==> src/rtl/pipe_skid_reg.sv <==
// Pipeline stage register with valid/ready handshake, one-entry skid buffer and synchronous flush.
// Latency: one cycle from accept to out_valid/out_data when the stage is empty or emitting.
// Backpressure: in_ready is registered (= skid empty); a beat landing during a stall parks in the skid.
//
// Ports:
//   clk, rst_n           rising-edge clock, asynchronous active-low reset
//   flush                synchronous clear of all held beats (below rst_n in priority)
//   in_valid/in_ready    upstream handshake, in_data payload
//   out_valid/out_ready  downstream handshake, out_data payload (registered)
//   stall_cnt, skid_hits saturating statistics, present only when PIPE_SKID_STATS_EN is defined
module pipe_skid_reg #(
  parameter int unsigned           WIDTH       = 32,
  parameter logic [WIDTH-1:0]      RESET_VALUE = {WIDTH{1'b0}}
) (
  input  logic             clk,
  input  logic             rst_n,
  input  logic             flush,
  input  logic             in_valid,
  output logic             in_ready,
  input  logic [WIDTH-1:0] in_data,
  output logic             out_valid,
  input  logic             out_ready,
`ifdef PIPE_SKID_STATS_EN
  output logic [31:0]      stall_cnt,
  output logic [31:0]      skid_hits,
`endif
  output logic [WIDTH-1:0] out_data
);

  typedef enum logic [1:0] {
    EMPTY = 2'd0,  // main empty, skid empty
    ONE   = 2'd1,  // main full,  skid empty
    FULL  = 2'd2   // main full,  skid full
  } state_t;

  state_t           state_q, state_d;
  logic [WIDTH-1:0] main_q,  main_d;
  logic [WIDTH-1:0] skid_q,  skid_d;
  logic             accept;
  logic             emit;
  logic             skid_fill;

  // Both handshake flags are decoded from the state register only, so
  // neither has a combinational path from the opposite side.
  assign out_valid = (state_q != EMPTY);
  assign in_ready  = (state_q != FULL);
  assign out_data  = main_q;

  assign accept = in_valid & in_ready;
  assign emit   = out_valid & out_ready;

  always_comb begin
    state_d   = state_q;
    main_d    = main_q;
    skid_d    = skid_q;
    skid_fill = 1'b0;

    if (flush) begin
      // Any beat accepted or still held this cycle is dropped; a beat
      // emitted this cycle has already been taken downstream.
      state_d = EMPTY;
      main_d  = RESET_VALUE;
      skid_d  = RESET_VALUE;
    end else begin
      unique case (state_q)
        EMPTY: begin
          if (accept) begin
            state_d = ONE;
            main_d  = in_data;
          end
        end
        ONE: begin
          if (accept && emit) begin
            main_d = in_data;
          end else if (accept) begin
            // Downstream stalled while upstream still had a beat in flight:
            // park it in the skid and drop in_ready next cycle.
            state_d   = FULL;
            skid_d    = in_data;
            skid_fill = 1'b1;
          end else if (emit) begin
            state_d = EMPTY;
          end
        end
        FULL: begin
          // in_ready is low here, so no accept can occur.
          if (emit) begin
            state_d = ONE;
            main_d  = skid_q;
          end
        end
        default: begin
          state_d = EMPTY;
        end
      endcase
    end
  end

  always_ff @(posedge clk or negedge rst_n) begin
    if (!rst_n) begin
      state_q <= EMPTY;
      main_q  <= RESET_VALUE;
      skid_q  <= RESET_VALUE;
    end else begin
      state_q <= state_d;
      main_q  <= main_d;
      skid_q  <= skid_d;
    end
  end

`ifdef PIPE_SKID_STATS_EN
  // Counters survive flush; only rst_n clears them. Both saturate.
  always_ff @(posedge clk or negedge rst_n) begin
    if (!rst_n) begin
      stall_cnt <= 32'd0;
      skid_hits <= 32'd0;
    end else begin
      if (out_valid && !out_ready && (stall_cnt != 32'hFFFF_FFFF)) begin
        stall_cnt <= stall_cnt + 32'd1;
      end
      if (skid_fill && (skid_hits != 32'hFFFF_FFFF)) begin
        skid_hits <= skid_hits + 32'd1;
      end
    end
  end
`else
  // skid_fill only feeds the statistics counters.
  logic unused_skid_fill;
  assign unused_skid_fill = skid_fill;
`endif

endmodule

==> config.mk <==
export PLATFORM = sky130hd
export DESIGN_NAME = pipe_skid_reg
export DESIGN_NICKNAME = d
export VERILOG_FILES = /design/src/rtl/pipe_skid_reg.sv
export SDC_FILE = /design/constraint.sdc
export NUM_CORES = 1
export LEC_CHECK = 0
export ABC_AREA = 1
export CAP_MARGIN = 5
export CORE_MARGIN = 4
export CORE_UTILIZATION = 42
export DETAILED_ROUTE_END_ITERATION = 10
export GPL_TIMING_DRIVEN = 0
export PLACE_DENSITY_LB_ADDON = 0.1
export SLEW_MARGIN = 20
export SYNTH_ARGS = -nofsm -noshare
export SYNTH_HDL_FRONTEND = slang
export SYNTH_SLANG_ARGS = --single-unit
==> constraint.sdc <==
create_clock -name clk -period 2.3 [get_ports clk]
set_clock_uncertainty 0.05 [all_clocks]
set_input_delay 0.345 -clock clk [delete_from_list [all_inputs] [get_ports clk]]
set_output_delay 0.345 -clock clk [all_outputs]
set_load 0.005 [all_outputs]
---- Word-level counts from Yosys, hierarchy flattened ----
Index checks and enable logic that the tools add are counted.
word-level totals
  register bits ........................... 66
  output and inout port bits .............. 34
  input bits .............................. 37
  word-level logic and storage cells ...... 38
operators by class
  bitwise logic cells ..................... 2
  reductions and logical operators ........ 9
  eq/ne operators ......................... 9
  multiplexer cells ....................... 15
operators by type and width
  kind                  count
  $mux W32              7
  $pmux W32 S3          1
  $mux W2               6
  $ne A3 B3 Y1 const B  4
  $reduce_and A4 Y1     2
  $pmux W2 S3           1
  $reduce_bool A2 Y1    3
  $ne A2 B2 Y1 const B  2
  $ne A4 B4 Y1 const B  1
  $reduce_bool A4 Y1    1
  $reduce_and A3 Y1     1
  $and A1 B1 Y1         2
  $eq A2 B1 Y1 const B  1
  $eq A2 B2 Y1 const B  1
  $logic_not A2 Y1      1
  $logic_and A1 B1 Y1   1

---- Depth between registers and ports, before layout ----
Gate-level depths: netlist of the first run.
  depth after elaboration ................. 7
  gate-level depth with buffers ........... 11
  depth with buffers taken out ............ 10

---- Worst setup path before layout of the first run ----
No wires, ideal clock.
  path kind ............................... reg2reg
  start ................................... reg state_q[0]
  end ..................................... reg main_q[0], in the netlist out_data[0]
  path slack .............................. 0.594 ns
  cell stages (with the launch flop) ...... 12
  arrival ................................. 1.534 ns
  path through ............................ dfrtp_1 -> inv_1 -> ha_1 -> buf_2 -> inv_1 -> nand2_1 -> nand3_1 -> nand2_2 -> clkinv_2 -> buf_2 -> nand3_1 -> nand2_1
on the way
  word-level cells in the longest chain between the ends .. 5
  elaborated cells on any way between the ends .. 15
  those cells by class .................... 6 x eq/ne; 2 x mux; 2 x bitwise; 5 x reduce/logical
ends and longest elaborated chain
  item                                                RTL line  text
  start: declaration                                  36        state_t state_q, state_d;
  start signal: assignment                            105       state_q <= state_d;
  $ne A2 B2 Y1 or $reduce_bool A2 Y1 (tied branches)  46, 45
  $and A1 B1 Y1, on equally long branches             49, 50
  $logic_and A1 B1 Y1                                 73        if (accept && emit) begin
  $ne A3 B3 Y1 (no source line)                       --
  $reduce_and A4 Y1 (no source line)                  --
  end signal: assignment                              106       main_q <= main_d;
  end: declaration                                    37        logic [WIDTH-1:0] main_q, main_d;
Several ways; a longest one is shown, not always the timed one.
A chain may end at the register's enable or synchronous reset.

---- Worst setup path in the final report of the first run ----
  start ................................... reg state_q[0]
  end ..................................... out in_ready
on the way
  word-level cells in the longest chain between the ends .. 1
ends and longest elaborated chain
  item              RTL line  text
  $ne A2 B2 Y1      46        assign in_ready = (state_q != FULL);
  end: declaration  19        output logic in_ready,
No other way between the ends.

==> reports/qor.yml, run 1 <==
run_status:
  status: "complete, no violations"
detailed_routing:
  drt_iter0_drc: 215
  drc_errors: 0
  via_count: 3263
  firstDrtPassIters: 7
  wire_per_inst_um: 14.3
  via_per_inst: 5.03
  wirelength_mm: 9.26
  postRouteAntennaNets: 0
clock_tree:
  cts_root_buf: "clkbuf_8"
  clock_latency_ns: 0.33
  cts_sinks: 66
  cts_tree: "built"
  numCtsBuffers: 9
  clk_pin_slew_ns: 0.07
  htree_levels: 3
  cts_max_path_buffers: 2
pwr:
  finalPower_mw: 4.51
  switchingPower_mw: 1.59
  p_comb_share_pct: 41.6
  intPower_mw: 2.92
  swShare_pct: 35.2
  vdd_drop_max_uv: 553
  seqPwrFrac_pct: 35.9
  leakage_nw: 2.52
  clkPwrFrac_pct: 22.5
  power-per-cell-area_nw_per_um2: 989
logic_synthesis:
  synthArstFlopShare_pct: 100
  postSynthAreaPerCell_um2: 7.55
  yosys_warnings: 0
  syn_inst: 460
  ys_seq_area_share_pct: 47.5
  ys_ff_latch: 66
  synth_edf_count: 0
  synth_area_um2: 3470
  ys_types: 19
  synth_top_flop_cell: "dfrtp_1"
  syn-num-nets: 503
sta:
  max_clock_freq_ghz: 0.464
  period_share_pct: 93.6
  final_max_slew_viol_count: 0
  worst_pin_slew_ns: 0.495
  hold_viol: 0
  period_minus_slack_ns: 2.15
  setup_violations: 0
  maxSlewHeadroom_pct: 67.0
  rsz0062_at_grt: "no"
finish:
  post_route_cells_drive_above_1_share_pct: 7.50
  area_growth_pct: 31.2
  num_antenna_cells: 0
  nNetsFinal: 586
  post-route-util_pct: 57.8
critical_path:
  crit_arrival_ns: 1.76
  r2r_slack_ns: 0.22
  crit_path_end_kind: "output port"
  required_ns: 1.90
  path_max_fanout: 10
  ff2ff_path_depth: 9
  timing_worst_setup_path_type: "flip-flop to output port"
  regToRegEndpoint: "out_data[14]"
  r2r_start: "state_q[0]"
  startpoint_type: "flip-flop"
grt:
  grt_max_degree: 42
  grt_pass1_vias: 3154
  grt_usage_pct: 19.3
  antenna_found_initial: 0
  grt_first_pass_wirelength_mm: 15.3
  grt.overflow.total: 0
flow_run:
  cap_violations: 0
floorplanning:
  die_h_um: 99.0
  num_io_pins: 71
  die_area_um2: 9790
  initial_core_util_pct: 44.1
  core_um2: 7890
  row_count: 32
  die_x_um: 99.0
min_path:
  min_path_type: "input port to asynchronous set/reset pin"
placement:
  io_buffers: 70
  place.gp.congestion: 0.806
  hpwl_mm: 6.45
power by group through the flow:
stage               registers (mW)  logic [mW]  clock network, mW
global route                  1.66        2.10               1.08
global placement              1.63        1.84                  0
CTS                           1.62        1.90               1.04
finish                        1.62        1.88               1.01
floorplan                     1.65       0.986                  0
detailed placement            1.65        1.85                  0
cell usage in the layout (no fill, tap or decap):
cell,instances
a21oi_1,3
dfrtp_1,66
clkinv_1,1
nand2_1,109
buf_6,1
clkbuf_8,12
a21boi_2,1
buf_1,3
nor2_1,64
inv_1,42
buf_2,16
nand3_1,66
clkinv_2,2
buf_4,3
nand2_2,1
ha_4,1
buf_12,1
dlygate4sd3_1,1
o21bai_1,32
bufinv_16,1
nor3b_1,1
o21ai_0,35
ha_1,5
inv_2,1
clkbuf_1,9
clkdlybuf4s50_1,69
inv_4,1
cells in the mapped netlist, types with 3 or more instances:
library cell,n,area (µm²)
a21oi_1,3,15.0
buf_1,3,11.3
buf_2,18,90.1
clkbuf_1,8,30.0
dfrtp_1,66,1650
ha_1,6,75.1
inv_1,43,161
nand2_1,109,409
nand3_1,66,330
nor2_1,64,240
o21ai_0,35,175
o21bai_1,32,240
metrics by stage:
stage | instance area (µm²) | setup slack [ns] | TNS (ns) | hold WS [ns] | std cells
CTS | 4550 | 0.0479 | 0 | 0.419 | 649
floorplan | 3470 | 0.594 | 0 | -0.000591 | 460
detailed placement | 4320 | 0.0486 | 0 | 0.237 | 633
global placement | 4300 | -1.56 | -102.63 | 0.443 | 632
finish | 4560 | 0.146 | 0 | 0.412 | 649
global route | 4560 | 0.0284 | 0 | 0.439 | 649
worst max-delay path: stages (launching register included):
cell	delay [ns]
dfrtp_1	0.39
inv_1	0.16
ha_4	0.23
inv_4	0.06
buf_6	0.14
clkdlybuf4s50_1	0.44
worst max-delay path by stage:
stage,cells past startpoint,to,start
4_1_cts,5,in_ready,state_q[0]
3_5_place_dp,6,in_ready,state_q[0]
2_1_floorplan,11,out_data[0],state_q[0]
6_report,5,in_ready,state_q[0]
3_3_place_gp,1,out_data[13],rst_n
5_1_grt,9,out_data[8],state_q[1]
metal layers:
metal	vias to the layer above	track usage, %	routed length [µm]
met3	5	4.18	602
met4	0	4.62	54
met1	1510	27.0	4250
met2	120	30.7	4350
li1	1628	-	-
met5	-	0	0
flip-flops by register name, summed over array words and instances (netlist names):
signal,cells
state_q,2
out_data,32
skid_q,32
kinds of logic (layout without fill, tap and decap cells):
family          after synthesis  count (layout)  synth area share, %
buf+inv                      76             163                 9.00
fa+ha+maj                     6               6                 2.16
simple gates                241             241                 28.6
compound gates               71              71                 12.7
flops                        66              66                 47.5
layout make-up:
class,count,area (µm²)
fill,763,3330
sequential,66,1650
multi-input combinational,318,1520
timing repair buffer,73,736
inverter,46,176
clock buffer,13,169
buffer,29,140
tap,102,128
clock inverter,2,35.0
timing repair:
action | in CTS | in global routing
setup endpoints to repair | 1 | 1
endpoints found under the hold margin | 25 | 0
resized for setup | 5 | 1
pin swaps | 0 | 0
buffers inserted | 1 | 0
hold buffers | 1 | 0
(Power assumes the default switching activity.)
==> run 2, diff against run 1 <==
--- a/config.mk
+++ b/config.mk
@@ -8,7 +8,7 @@
 export ABC_AREA = 1
 export CAP_MARGIN = 5
 export CORE_MARGIN = 4
-export CORE_UTILIZATION = 42
+export CORE_UTILIZATION = 52
 export DETAILED_ROUTE_END_ITERATION = 10
 export GPL_TIMING_DRIVEN = 0
 export PLACE_DENSITY_LB_ADDON = 0.1
==> reports/qor.yml, run 2 (synthesis results as in run 1) <==
clock_tree:
  cts_sinks: 66  # unchanged
  cts_max_path_buffers: 2  # unchanged
  clock_latency_ns: 0.34  # was 0.33 ns
  htree_levels: 3  # unchanged
  numCtsBuffers: 9  # unchanged
  cts_root_buf: "clkbuf_8"  # unchanged
  clk_pin_slew_ns: 0.08  # was 0.07 ns
  cts_tree: "built"  # unchanged
critical_path:
  ff2ff_path_depth: 9  # unchanged
  r2r_slack_ns: 0.22  # about the same
  crit_arrival_ns: 1.77  # was 1.76 ns
  startpoint_type: "flip-flop"  # unchanged
  path_max_fanout: 10  # unchanged
  regToRegEndpoint: "out_data[7]"  # was out_data[14]
  r2r_start: "state_q[0]"  # unchanged
  required_ns: 1.90  # about the same
  timing_worst_setup_path_type: "flip-flop to output port"  # unchanged
  crit_path_end_kind: "output port"  # unchanged
detailed_routing:
  postRouteAntennaNets: 0  # unchanged
  firstDrtPassIters: 5  # was 7
  via_count: 3366  # was 3263
  wire_per_inst_um: 14.4  # was 14.3 µm
  via_per_inst: 5.39  # was 5.03
  wirelength_mm: 8.97  # was 9.26 mm
  drc_errors: 0  # unchanged
  drt_iter0_drc: 286  # was 215
run_status:
  status: "complete, no violations"  # unchanged
floorplanning:
  row_count: 29  # was 32
  core_um2: 6420  # was 7890 µm²
  die_x_um: 89.7  # was 99.0 µm
  die_area_um2: 8050  # was 9790 µm²
  die_h_um: 89.7  # was 99.0 µm
  num_io_pins: 71  # unchanged
  initial_core_util_pct: 54.1  # was 44.1%
flow_run:
  cap_violations: 0  # unchanged
finish:
  num_antenna_cells: 0  # unchanged
  nFillCells: 544  # was 763
  multi_input_area_um2: 1520  # unchanged
  nNetsFinal: 586  # unchanged
  regArea_um2: 1650  # unchanged
  post_route_cells_drive_above_1_share_pct: 7.66  # was 7.50%
  area_growth_pct: 30.7  # was 31.2%
  final_cell_mix: "109 x nand2_1, 69 x clkdlybuf4s50_1, 66 x nand3_1, 66 x dfrtp_1, 64 x nor2_1"  # unchanged
  final_common_cell: "nand2_1"  # unchanged
  fin_area_um2: 4540  # was 4560 µm²
grt:
  grt_pass1_vias: 3270  # was 3154
  grt_max_degree: 37  # was 42
  grt_usage_pct: 23.1  # was 19.3%
  grt.overflow.total: 0  # unchanged
  grt_first_pass_wirelength_mm: 15.5  # was 15.3 mm
  antenna_found_initial: 0  # unchanged
pwr:
  finalPower_mw: 4.58  # was 4.51 mW
  vdd_drop_max_uv: 490  # was 553 µV
  power-per-cell-area_nw_per_um2: 1010  # was 989 nW/µm²
  leakage_nw: 2.53  # was 2.52 nW
min_path:
  min_path_type: "input port to asynchronous set/reset pin"  # unchanged
sta:
  rsz0062_at_grt: "no"  # unchanged
  max_clock_freq_ghz: 0.461  # was 0.464 GHz
  hold_slack_ns: 0.427  # was 0.412 ns
  worst_pin_slew_ns: 0.480  # was 0.495 ns
  fin_ws_ns: 0.131  # was 0.146 ns
  final_max_slew_viol_count: 0  # unchanged
  period_minus_slack_ns: 2.17  # was 2.15 ns
  setup_violations: 0  # unchanged
  maxSlewHeadroom_pct: 68.0  # was 67.0%
  hold_viol: 0  # unchanged
  period_share_pct: 94.3  # was 93.6%
placement:
  place.gp.congestion: 0.819  # was 0.806
  hpwl_mm: 6.23  # was 6.45 mm
  place_area_um2: 4290  # was 4320 µm²
  dp_worst_setup_slack_ns: 0.0664  # was 0.0486 ns
  io_buffers: 70  # unchanged
[run 2: routing by layer]
| layer | vias to the layer above | track usage (%) | wire [µm] | share of wire (%) |
|---|---|---|---|---|
| met5 | - | 0 | 0 | 0 |
| met4 | 0 | 6.13 | 98 | 1.1 |
| met3 | 11 | 3.42 | 595 | 6.6 |
| met2 | 142 | 37.7 | 4320 | 48 |
| met1 | 1590 | 32.4 | 3960 | 44 |
| li1 | 1623 | - | - | - |
[run 2: area by class of cell]
type	instances	area share, %
buffer	29	3.09
multi-input combinational	318	33.5
clock inverter	5	1.71
tap	77	2.12
timing repair buffer	73	16.2
clock buffer	11	3.11
sequential	66	36.4
inverter	46	3.88
[run 2: where the power goes]
group	switching, mW	total (mW)	internal, mW	leakage, nW
sequential	0.158	1.62	1.46	0.883
combinational	0.996	1.87	0.875	1.53
clock	0.454	1.09	0.637	0.109
total	1.61	4.58	2.97	2.53
[run 2: worst max path at each step]
stage | from | to | slack (ns) | depth (start not counted)
finish | state_q[0] | in_ready | 0.13 | 5
global route | state_q[0] | out_data[7] | 0.03 | 9
CTS | state_q[0] | in_ready | 0.05 | 5
detailed placement | state_q[0] | in_ready | 0.07 | 6
global placement | rst_n | out_data[14] | -1.44 | 1
floorplan | state_q[0] | out_data[0] | 0.59 | 11
[run 2: through the flow]
step	utilization (%)	std cells	setup TNS, ns
6_report	70.7	625	0
5_1_grt	70.7	625	0
4_1_cts	70.6	625	0
3_5_place_dp	66.8	608	0
3_3_place_gp	66.5	607	-94.71
2_1_floorplan	-	460	0
[run 2: critical path, cell delays in order (launching register included)]
cell             delay (ns)
dfrtp_1                0.38
inv_1                  0.17
ha_4                   0.25
inv_4                  0.06
buf_6                  0.14
clkdlybuf4s50_1        0.45
[run 2: repair_timing]
| item | 4_1_cts | 5_1_grt |
|---|---|---|
| setup endpoints to repair | 1 | 1 |
| setup buffers | 1 | 0 |
| hold buffers | 1 | 0 |
| gates resized for setup | 5 | 1 |
| pin swaps | 0 | 0 |
| endpoints found under the hold margin | 30 | 0 |
==> run 3, diff against run 2 <==
--- a/config.mk
+++ b/config.mk
@@ -7,6 +7,7 @@
 export LEC_CHECK = 0
 export ABC_AREA = 1
 export CAP_MARGIN = 5
+export CORE_ASPECT_RATIO = 1.5
 export CORE_MARGIN = 4
 export CORE_UTILIZATION = 52
 export DETAILED_ROUTE_END_ITERATION = 10
==> reports/qor.yml, run 3 (synthesis results as in run 1) <==
finish:
  final_cell_mix: "109 x nand2_1, 68 x clkdlybuf4s50_1, 66 x nand3_1, 66 x dfrtp_1, 64 x nor2_1"  # was 109 x nand2_1, 69 x clkdlybuf4s50_1, 66 x nand3_1, 66 x dfrtp_1, 64 x nor2_1
  area_growth_pct: 30.4  # was 30.7%
  nNetsFinal: 588  # was 586
  post_route_cells_drive_above_1_share_pct: 8.18  # was 7.66%
  num_antenna_cells: 0  # unchanged
  final_common_cell: "nand2_1"  # unchanged
  multi_input_area_um2: 1510  # was 1520 µm²
  nFillCells: 557  # was 544
  regArea_um2: 1650  # unchanged
critical_path:
  cp_slowest_cell: "clkdlybuf4s50_1"  # unchanged
  path_max_fanout: 4  # was 10
  timing_worst_setup_path_type: "flip-flop to output port"  # unchanged
  startpoint_type: "flip-flop"  # unchanged
  r2r_slack_ns: 0.28  # was 0.22 ns
  crit_arrival_ns: 1.69  # was 1.77 ns
  crit_path_end: "out_valid"  # was in_ready
  crit_path_end_kind: "output port"  # unchanged
  crit_start: "state_q[1]"  # was state_q[0]
  regToRegEndpoint: "out_data[13]"  # was out_data[7]
  ff2ff_path_depth: 9  # unchanged
  cpPeakStageDelay_ns: 0.50  # was 0.45 ns
  required_ns: 1.90  # about the same
  path_common_cell: "inv_1"
  crit_family: "buffers and inverters"  # unchanged
  r2r_start: "state_q[0]"  # unchanged
  cp.depth: 5  # unchanged
  critical_path_buf_inv_count: 4  # unchanged
  path_cells: "buf_4, inv_1, ha_1, inv_1, clkdlybuf4s50_1"  # was inv_1, ha_4, inv_4, buf_6, clkdlybuf4s50_1
placement:
  place.gp.congestion: 0.816  # was 0.819
  io_buffers: 70  # unchanged
  hpwl_mm: 6.28  # was 6.23 mm
  dp_worst_setup_slack_ns: 0.0688  # was 0.0664 ns
detailed_routing:
  via_per_inst: 5.29  # was 5.39
  firstDrtPassIters: 5  # unchanged
  drc_errors: 0  # unchanged
  drt_iter0_drc: 264  # was 286
  wire_per_inst_um: 14.1  # was 14.4 µm
  wirelength_mm: 8.85  # was 8.97 mm
  via_count: 3310  # was 3366
  postRouteAntennaNets: 0  # unchanged
floorplanning:
  die_x_um: 74.7  # was 89.7 µm
  core_um2: 6490  # was 6420 µm²
  die_h_um: 108  # was 89.7 µm
  die_area_um2: 8080  # was 8050 µm²
  num_io_pins: 71  # unchanged
  initial_core_util_pct: 53.6  # was 54.1%
  row_count: 36  # was 29
clock_tree:
  cts_max_path_buffers: 2  # unchanged
  cts_tree: "built"  # unchanged
  clk_pin_slew_ns: 0.07  # was 0.08 ns
  cts_root_buf: "clkbuf_8"  # unchanged
  htree_levels: 3  # unchanged
  clock_latency_ns: 0.35  # was 0.34 ns
  cts_sinks: 66  # unchanged
  numCtsBuffers: 9  # unchanged
sta:
  worst_pin_slew_ns: 0.489  # was 0.480 ns
  hold_slack_ns: 0.422  # was 0.427 ns
  final_max_slew_viol_count: 0  # unchanged
  rsz0062_at_grt: "no"  # unchanged
  max_clock_freq_ghz: 0.480  # was 0.461 GHz
  fin_ws_ns: 0.215  # was 0.131 ns
  period_minus_slack_ns: 2.09  # was 2.17 ns
  period_share_pct: 90.7  # was 94.3%
  setup_violations: 0  # unchanged
  hold_viol: 0  # unchanged
  maxSlewHeadroom_pct: 67.4  # was 68.0%
run_status:
  status: "complete, no violations"  # unchanged
grt:
  met2_usage_pct: 40.1  # was 37.7%
  top_usage_layer: "met2"  # unchanged
  grt_max_degree: 35  # was 37
  grtUsageMet3_pct: 4.28  # was 3.42%
  grt_first_pass_wirelength_mm: 14.6  # was 15.5 mm
  antenna_found_initial: 0  # unchanged
  use_met1_pct: 29.1  # was 32.4%
  grt_pass1_vias: 3121  # was 3270
  grt_usage_pct: 23.7  # was 23.1%
  grt.overflow.total: 0  # unchanged
pwr:
  vdd_drop_max_uv: 604  # was 490 µV
  power-per-cell-area_nw_per_um2: 991  # was 1010 nW/µm²
  leakage_nw: 2.54  # was 2.53 nW
flow_run:
  cap_violations: 0  # unchanged
min_path:
  min_path_type: "input port to asynchronous set/reset pin"  # unchanged
[run 3: metal layers]
layer  part of all wire [%]  routed length [µm]
met5                      0                   0
met4                    2.8                 247
met3                    6.6                 585
met2                     52                4590
met1                     39                3430
[run 3: how the worst min path moves through the flow]
stage                          from            to  slack (ns)  cells after the start
after floorplan               rst_n   out_data[0]     -0.0006                      0
after global placement    skid_q[3]     skid_q[3]        0.44                      2
after detailed placement      rst_n  out_data[26]        0.27                      1
after CTS                     rst_n  out_data[26]        0.44                      2
after global routing          rst_n  out_data[26]        0.47                      2
final                         rst_n  out_data[26]        0.42                      2
[run 3: final cells by class]
| type | instances | share of cell area (%) |
|---|---|---|
| repair buffers | 74 | 16.5 |
| flip-flops and latches | 66 | 36.4 |
| clock inverters | 5 | 1.16 |
| multi-input cells | 318 | 33.3 |
| well taps | 76 | 2.10 |
| plain buffers | 30 | 3.29 |
| clock buffers | 11 | 3.34 |
| inverters | 46 | 3.89 |
[run 3: timing repair]
action                     4_1_cts  5_1_grt
setup endpoints to repair        1        8
hold endpoints to repair        33        0
gates resized for setup          5        2
pin swaps                        0        0
buffers inserted                 2        0
hold buffers                     1        0
cloned                           0        0
[run 3: report_power, final]
part	internal, mW	total [mW]	switching (mW)
Clock	0.553	1.00	0.451
Sequential	1.46	1.62	0.156
Combinational	0.878	1.87	0.989
Total	2.89	4.49	1.60
[run 3: metrics by stage]
step | instances | utilization, % | power [mW] | instance area [µm²] | setup TNS [ns]
2_1_floorplan | 460 | - | 2.63 | 3470 | 0
3_3_place_gp | 606 | 65.8 | 3.43 | 4270 | -94.76
3_5_place_dp | 607 | 66.1 | 3.47 | 4290 | 0
4_1_cts | 626 | 69.8 | 4.51 | 4530 | 0
5_1_grt | 626 | 69.9 | 4.83 | 4530 | 0
6_report | 626 | 69.9 | 4.49 | 4530 | 0
[run 3: worst register-to-register path, stage by stage (launching register included)]
cell,delay [ns]
dfrtp_1,0.38
inv_1,0.12
ha_1,0.18
buf_2,0.24
clkinv_1,0.32
buf_2,0.30
nor2_1,0.10
nor2_1,0.06
nand3_1,0.09
nand2_1,0.05
